--- src/rtl/dmem_pkg.sv ---
// Shared types and MMIO offsets for the data-side responder.
// Offsets are relative to the verdict register base address.
package dmem_pkg;

    typedef enum logic [1:0] {
        ST_RUN  = 2'd0,
        ST_PASS = 2'd1,
        ST_FAIL = 2'd2
    } verdict_t;

    localparam logic [31:0] OFS_VERDICT = 32'h0;
    localparam logic [31:0] OFS_CYCLES  = 32'h4;
    localparam logic [31:0] OFS_STORES  = 32'h8;

    typedef struct packed {
        logic [31:0] adr;
        logic [31:0] data;
    } log_entry_t;

endpackage

--- src/rtl/store_log_fifo.sv ---
// Show-ahead FIFO: head visible the cycle after the first push; reads 0 when empty.
// Push while full is dropped unless a pop happens in the same cycle.
module store_log_fifo #(
    parameter int WIDTH = 64,
    parameter int DEPTH = 8
) (
    input  logic             clk,
    input  logic             reset,
    input  logic             push,
    input  logic [WIDTH-1:0] din,
    input  logic             pop,
    output logic [WIDTH-1:0] dout,
    output logic             valid,
    output logic             full
);

    localparam int AW = $clog2(DEPTH);

    logic [WIDTH-1:0] mem [DEPTH];
    logic [AW:0]      wr_ptr;
    logic [AW:0]      rd_ptr;
    logic             pop_ok;
    logic             push_ok;

    // Pointers carry an extra wrap bit so full and empty are distinguishable.
    assign valid   = (wr_ptr != rd_ptr);
    assign full    = (wr_ptr[AW] != rd_ptr[AW]) && (wr_ptr[AW-1:0] == rd_ptr[AW-1:0]);
    assign pop_ok  = pop & valid;
    assign push_ok = push & (~full | pop_ok);
    assign dout    = valid ? mem[rd_ptr[AW-1:0]] : '0;

    always_ff @(posedge clk) begin
        if (reset) begin
            wr_ptr <= '0;
            rd_ptr <= '0;
        end else begin
            if (push_ok) wr_ptr <= wr_ptr + (AW+1)'(1);
            if (pop_ok)  rd_ptr <= rd_ptr + (AW+1)'(1);
        end
    end

    always_ff @(posedge clk) begin
        if (!reset && push_ok) mem[wr_ptr[AW-1:0]] <= din;
    end

endmodule

--- src/rtl/dmem_responder.sv ---
// Data-memory responder: word RAM, verdict/counter MMIO window and a store log.
// Reads are combinational; verdict and log head appear one cycle after the store.
module dmem_responder
    import dmem_pkg::*;
#(
    parameter int          RAM_WORDS = 32,
    parameter logic [31:0] DONE_ADR  = 32'd128,
    parameter logic [31:0] EXPECTED  = 32'hFE,
    parameter int          LOG_DEPTH = 8
) (
    input  logic        clk,
    input  logic        reset,
    input  logic        MemWrite,
    input  logic [31:0] DataAdr,
    input  logic [31:0] WriteData,
    output logic [31:0] ReadData,
    output logic        done,
    output logic        pass,
    output logic        log_valid,
    input  logic        log_ready,
    output logic [31:0] log_adr,
    output logic [31:0] log_data,
    output logic        log_overflow
);

    localparam int          RAM_AW      = $clog2(RAM_WORDS);
    localparam logic [31:0] RAM_BYTES   = 32'(4 * RAM_WORDS);
    localparam logic [31:0] VERDICT_ADR = DONE_ADR + OFS_VERDICT;
    localparam logic [31:0] CYCLES_ADR  = DONE_ADR + OFS_CYCLES;
    localparam logic [31:0] STORES_ADR  = DONE_ADR + OFS_STORES;

    logic [31:0]       ram [RAM_WORDS];
    logic [RAM_AW-1:0] ram_idx;
    logic              in_ram;
    logic              hit_verdict;
    logic              hit_cycles;
    logic              hit_stores;
    logic              accept;

    verdict_t          state_q;
    verdict_t          state_d;
    logic [31:0]       cycle_cnt;
    logic [31:0]       store_cnt;

    log_entry_t        push_entry;
    log_entry_t        head;
    logic              fifo_full;

    assign ram_idx     = DataAdr[RAM_AW+1:2];
    assign in_ram      = (DataAdr < RAM_BYTES);
    assign hit_verdict = (DataAdr[31:2] == VERDICT_ADR[31:2]);
    assign hit_cycles  = (DataAdr[31:2] == CYCLES_ADR[31:2]);
    assign hit_stores  = (DataAdr[31:2] == STORES_ADR[31:2]);
    // Misaligned stores vanish entirely: no RAM write, no log entry, no count.
    assign accept      = MemWrite && (DataAdr[1:0] == 2'b00);

    always_comb begin
        ReadData = '0;
        if (in_ram)           ReadData = ram[ram_idx];
        else if (hit_verdict) ReadData = {30'b0, pass, done};
        else if (hit_cycles)  ReadData = cycle_cnt;
        else if (hit_stores)  ReadData = store_cnt;
    end

    always_ff @(posedge clk) begin
        if (!reset && accept && in_ram) ram[ram_idx] <= WriteData;
    end

    always_ff @(posedge clk) begin
        if (reset) state_q <= ST_RUN;
        else       state_q <= state_d;
    end

    always_comb begin
        state_d = state_q;
        if (state_q == ST_RUN && accept && hit_verdict) begin
            state_d = (WriteData == EXPECTED) ? ST_PASS : ST_FAIL;
        end
    end

    assign done = (state_q != ST_RUN);
    assign pass = (state_q == ST_PASS);

    always_ff @(posedge clk) begin
        if (reset) begin
            cycle_cnt <= '0;
            store_cnt <= '0;
        end else begin
            cycle_cnt <= cycle_cnt + 32'd1;
            if (accept) store_cnt <= store_cnt + 32'd1;
        end
    end

    assign push_entry = '{adr: DataAdr, data: WriteData};

    store_log_fifo #(
        .WIDTH (64),
        .DEPTH (LOG_DEPTH)
    ) u_log (
        .clk   (clk),
        .reset (reset),
        .push  (accept),
        .din   (push_entry),
        .pop   (log_ready),
        .dout  (head),
        .valid (log_valid),
        .full  (fifo_full)
    );

    assign log_adr  = head.adr;
    assign log_data = head.data;

    // A same-cycle pop frees a slot, so only a push into a full, non-draining log drops.
    always_ff @(posedge clk) begin
        if (reset)
            log_overflow <= 1'b0;
        else if (accept && fifo_full && !(log_ready && log_valid))
            log_overflow <= 1'b1;
    end

endmodule

--- config.mk ---
export PLATFORM = sky130hd
export DESIGN_NAME = dmem_responder
export DESIGN_NICKNAME = d
export VERILOG_FILES = /design/src/rtl/dmem_pkg.sv /design/src/rtl/store_log_fifo.sv /design/src/rtl/dmem_responder.sv
export SDC_FILE = /design/constraint.sdc
export NUM_CORES = 2
export LEC_CHECK = 0
export CAP_MARGIN = 20
export CELL_PAD_IN_SITES_DETAIL_PLACEMENT = 2
export CELL_PAD_IN_SITES_GLOBAL_PLACEMENT = 2
export CORE_UTILIZATION = 50
export DETAILED_ROUTE_END_ITERATION = 8
export MAX_ROUTING_LAYER = met4
export PLACE_DENSITY = 0.81
export SYNTH_ARGS = -nofsm -noshare
export SYNTH_HDL_FRONTEND = slang
export SYNTH_SLANG_ARGS = --single-unit
--- constraint.sdc ---
create_clock -name clk -period 24 [get_ports clk]
set_input_delay 4.8 -clock clk [delete_from_list [all_inputs] [get_ports clk]]
set_output_delay 4.8 -clock clk [all_outputs]
set_load 0.005 [all_outputs]
==> flow_metrics.tcl, run 1 <==
set metrics [dict create \
    status "aborted with a tool error" \
    failed_stage "detailed placement" \
    error "[ERROR DPL-0033] detailed placement checks failed during check placement." \
    synth_seq_area_share_pct 76.1 \
    synthCells 3396 \
    syn-mean-instance-area_sq_um 18.4 \
    die_width_microns 356 \
    gp_congestion 0.813 \
    die-height_microns 356 \
    synth_edf_count 1536 \
    ys_warn_count 0 \
    synth_top_cell_area_share_pct 73.7 \
    start_util_pct 50.5 \
    post-dp-hpwl_mm 140 \
    async_flop_share_pct 0 \
    synth-main-ff-cell "edfxtp_1" \
    synth_area_sq_um 62600 \
    num_rows 129 \
    synth_area_leaders "edfxtp_1, mux2i_1, mux4_2, o22ai_1, dfxtp_1" \
    synth-seq-cells 1614 \
    boundaryPins 168 \
    synthDistinctLibCells 53 \
    port_buffers 167 \
    synth_nets 3468 \
    yosysTopAreaCell "edfxtp_1" \
]
-- cells in the mapped netlist (22+ instances only) --
cell type / instances
o22ai_1: 256
xnor2_1: 22
a22oi_1: 30
mux4_2: 128
mux2i_1: 578
nand4_1: 25
dfxtp_1: 78
nand2_1: 35
or4_1: 68
clkbuf_1: 50
o21ai_0: 56
nand3_1: 30
edfxtp_1: 1536
nor2_1: 164
buf_2: 120
xor2_1: 39
-- stage by stage --
| step | setup WS [ps] | hold WS, ps |
|---|---|---|
| floorplan | 11790 | 426 |
| global placement | 8750 | 462 |
-- cells by family after synthesis --
logic type                 after synthesis  share of synthesized area (%)
DFF                                   1614                           76.1
buffers and inverters                  202                           1.52
adders and majority gates                4                         0.0799
muxes                                  706                           13.8
AOI/OAI and AO/OA                      377                           3.67
xor gates and xnor gates                61                          0.853
and+or+nand+nor                        432                           3.89
==> run 2, diff against run 1 <==
--- a/config.mk
+++ b/config.mk
@@ -6,12 +6,9 @@
 export NUM_CORES = 2
 export LEC_CHECK = 0
 export CAP_MARGIN = 20
-export CELL_PAD_IN_SITES_DETAIL_PLACEMENT = 2
-export CELL_PAD_IN_SITES_GLOBAL_PLACEMENT = 2
-export CORE_UTILIZATION = 50
+export CORE_UTILIZATION = 35
 export DETAILED_ROUTE_END_ITERATION = 8
-export MAX_ROUTING_LAYER = met4
-export PLACE_DENSITY = 0.81
+export PLACE_DENSITY_LB_ADDON = 0.15
 export SYNTH_ARGS = -nofsm -noshare
 export SYNTH_HDL_FRONTEND = slang
 export SYNTH_SLANG_ARGS = --single-unit
==> run 2 against run 1 <==
The run now ends clean. Synthesized cell count stayed put. Area after synthesis unchanged.
==> flow_metrics.tcl, run 2 <==
set metrics [dict create \
    crit_arrival_ps 9850 \
    drc 0 \
    hp-start "cycle_cnt[0]" \
    drtPass1Iterations 5 \
    holdBufCountCts 0 \
    power_leakage_nw 23.7 \
    synth_edf_count 1536 \
    synth-xor-area-share_pct 0.853 \
    final_hold_viol_count 0 \
    clk_pin_slew_ps 60 \
    hp-class "flop to flop" \
    ys_warn_count 0 \
    viasPerCell 5.40 \
    muxShareOfSynthArea_pct 13.8 \
    skew_ps 17.7 \
    vdd_ir_drop_max_uv 60.7 \
    ant_nets 0 \
    slew_headroom_pct 22.8 \
    pre_cts_ws_ps 9360 \
    syn2layout_area_growth_pct 16.5 \
    grt_pass1_wl_mm 257 \
    crit_path_start_kind "input pin" \
    cts_buffers 174 \
    largest_register_ffs 1024 \
    slew_violations 0 \
    num_rows 154 \
    die-area_sq_um 181000 \
    power_density_nw_per_um2 81.1 \
    core_sq_um 177000 \
    synthCells 3396 \
    drt_iter0_markers 3186 \
    synth-compound-area-share_pct 3.67 \
    wl_met2_mm 88.1 \
    ctsResizeCount 0 \
    insertion_delay_ps 810 \
    rsz0062_at_grt "false" \
    start_util_pct 35.4 \
    reg2reg_depth 7 \
    port_buffers 167 \
    fin_crit_ps 14650 \
    h-tree-depth 4 \
    synthDistinctLibCells 53 \
    netlist_top_cells_count "edfxtp_1, mux2i_1, o22ai_1, nor2_1, mux4_2" \
    cp.required_ps 19200 \
    post_cts_buffers 0 \
    synth_most_common_cell "edfxtp_1" \
    cts.sinks 1614 \
    die-height_microns 425 \
    async_flop_share_pct 0 \
    synth_area_leaders "edfxtp_1, mux2i_1, mux4_2, o22ai_1, dfxtp_1" \
    synth_seq_area_share_pct 76.1 \
    cp-end-kind "output pin" \
    fmaxAchievable_mhz 68.3 \
    wirelength_mm 184 \
    crit_type "input pin to output pin" \
    die_width_microns 425 \
    worstReg2RegStart "u_log.wr_ptr[1]" \
    synth_area_sq_um 62600 \
    reg2reg_to "u_log.mem[7][3]" \
    grt_max_degree 134 \
    fin_nets 3738 \
    synth_nets 3468 \
    wl_met1_mm 81.3 \
    synth-main-ff-cell "edfxtp_1" \
    cap_violations 0 \
    highest_layer "met5" \
    synth-seq-cells 1614 \
    hold_end "cycle_cnt[0]" \
    antenna_found_initial 15 \
    wl_per_cell_microns 29.9 \
    finalSetupViolCount 0 \
    layout_setup_ws_ps 9350 \
    largest-register "ram" \
    syn-mean-instance-area_sq_um 18.4 \
    synth_top_cell_area_share_pct 73.7 \
    wl_met3_mm 10.3 \
    clockBufferDepth 3 \
    hold_depth 1 \
    r2r_slack_ps 20390 \
    synth_simple_gate_area_share_pct 3.89 \
    worst_pin_slew_ps 1160 \
    post-dp-hpwl_mm 96.3 \
    grt_pass1_vias 33100 \
    layout_common_cells "edfxtp_1, mux2i_1, o22ai_1" \
    gp_congestion 0.756 \
    overflow 0 \
    cts-root-buf "clkbuf_16" \
    tns_ps 0 \
    holdWs_ps 470 \
    status "complete, no violations" \
    vias 33300 \
    synth_fa_ha_area_share_pct 0.0799 \
    synth_top_family_by_area "multiplexers" \
    fill_cells 15900 \
    yosysTopAreaCell "edfxtp_1" \
    gr-usage-all-layers_pct 20.2 \
    crit_path_max_fanout 62 \
    boundaryPins 168 \
    post-route-period-util_pct 61.0 \
    drive_above_1_share_pct 14.5 \
    final_common_cell "edfxtp_1" \
    regArea_sq_um 47700 \
    multi_input_area_sq_um 14400 \
    cts_tree "done" \
]
run 2: cell counts after synthesis:
No cell type changed its count.
run 2: worst max path at each step:
| stage | start | to | slack, ps | cells after the start |
|---|---|---|---|---|
| 2_1_floorplan | DataAdr[1] | u_log.mem[6][0] | 11790 | 3 |
| 3_3_place_gp | DataAdr[3] | ReadData[24] | 9390 | 10 |
| 3_5_place_dp | DataAdr[3] | ReadData[24] | 9360 | 10 |
| 4_1_cts | DataAdr[3] | ReadData[24] | 9360 | 10 |
| 5_1_grt | DataAdr[3] | ReadData[24] | 9150 | 10 |
| 6_report | DataAdr[3] | ReadData[24] | 9350 | 10 |
run 2: logic make-up (layout without fill, tap and decap cells):
group | after synthesis | after routing
buffers and inverters | 202 | 612
XOR/XNOR | 61 | 61
adder cells (fa/ha/maj) | 4 | 4
multiplexers | 706 | 706
other | 0 | 8
AO/OA/AOI/OAI | 377 | 377
AND/OR/NAND/NOR | 432 | 432
flip-flops | 1614 | 1614
run 2: per-stage QoR:
stage / power, mW / cells / cell area [sq um] / util, %
floorplan: 3.30 / 3396 / 62600 / -
global placement: 3.44 / 5830 / 67600 / 38.2
detailed placement: 3.44 / 5830 / 67600 / 38.2
CTS: 5.98 / 6146 / 72900 / 41.2
global route: 6.10 / 6146 / 72900 / 41.2
finish: 5.92 / 6154 / 73000 / 41.2
run 2: worst max-delay path, stage by stage:
cell,delay [ps]
buf_8,440
buf_4,760
buf_4,860
buf_4,750
mux2i_1,270
o22ai_1,100
or4_1,600
o21ai_0,400
o21ai_0,200
clkdlybuf4s50_1,480
run 2: cell type report:
cell class                 instances  share of cell area [%]
sequential                      1614                    65.4
inverter                           6                  0.0309
tap                             2340                    4.01
clock buffer                     223                    6.28
timing repair buffer             290                    3.55
clock inverter                    93                    1.00
multi-input combinational       1580                    19.7
antenna                            8                  0.0274
run 2: report_power, final:
part	total (mW)	switching, mW	internal [mW]	leakage [nW]
Combinational	0.287	0.168	0.119	6.67
Clock	2.54	1.10	1.44	2.57
Sequential	3.09	0.00595	3.08	14.4
Total	5.92	1.27	4.65	23.7
run 2: routing by layer:
layer | global-route usage [%] | up-vias
met5 | 0 | -
li1 | - | 14400
met4 | 5.20 | 2
met3 | 2.93 | 259
met1 | 28.2 | 17600
met2 | 32.9 | 1012
Note: power is estimated with default switching activity, not from simulation.
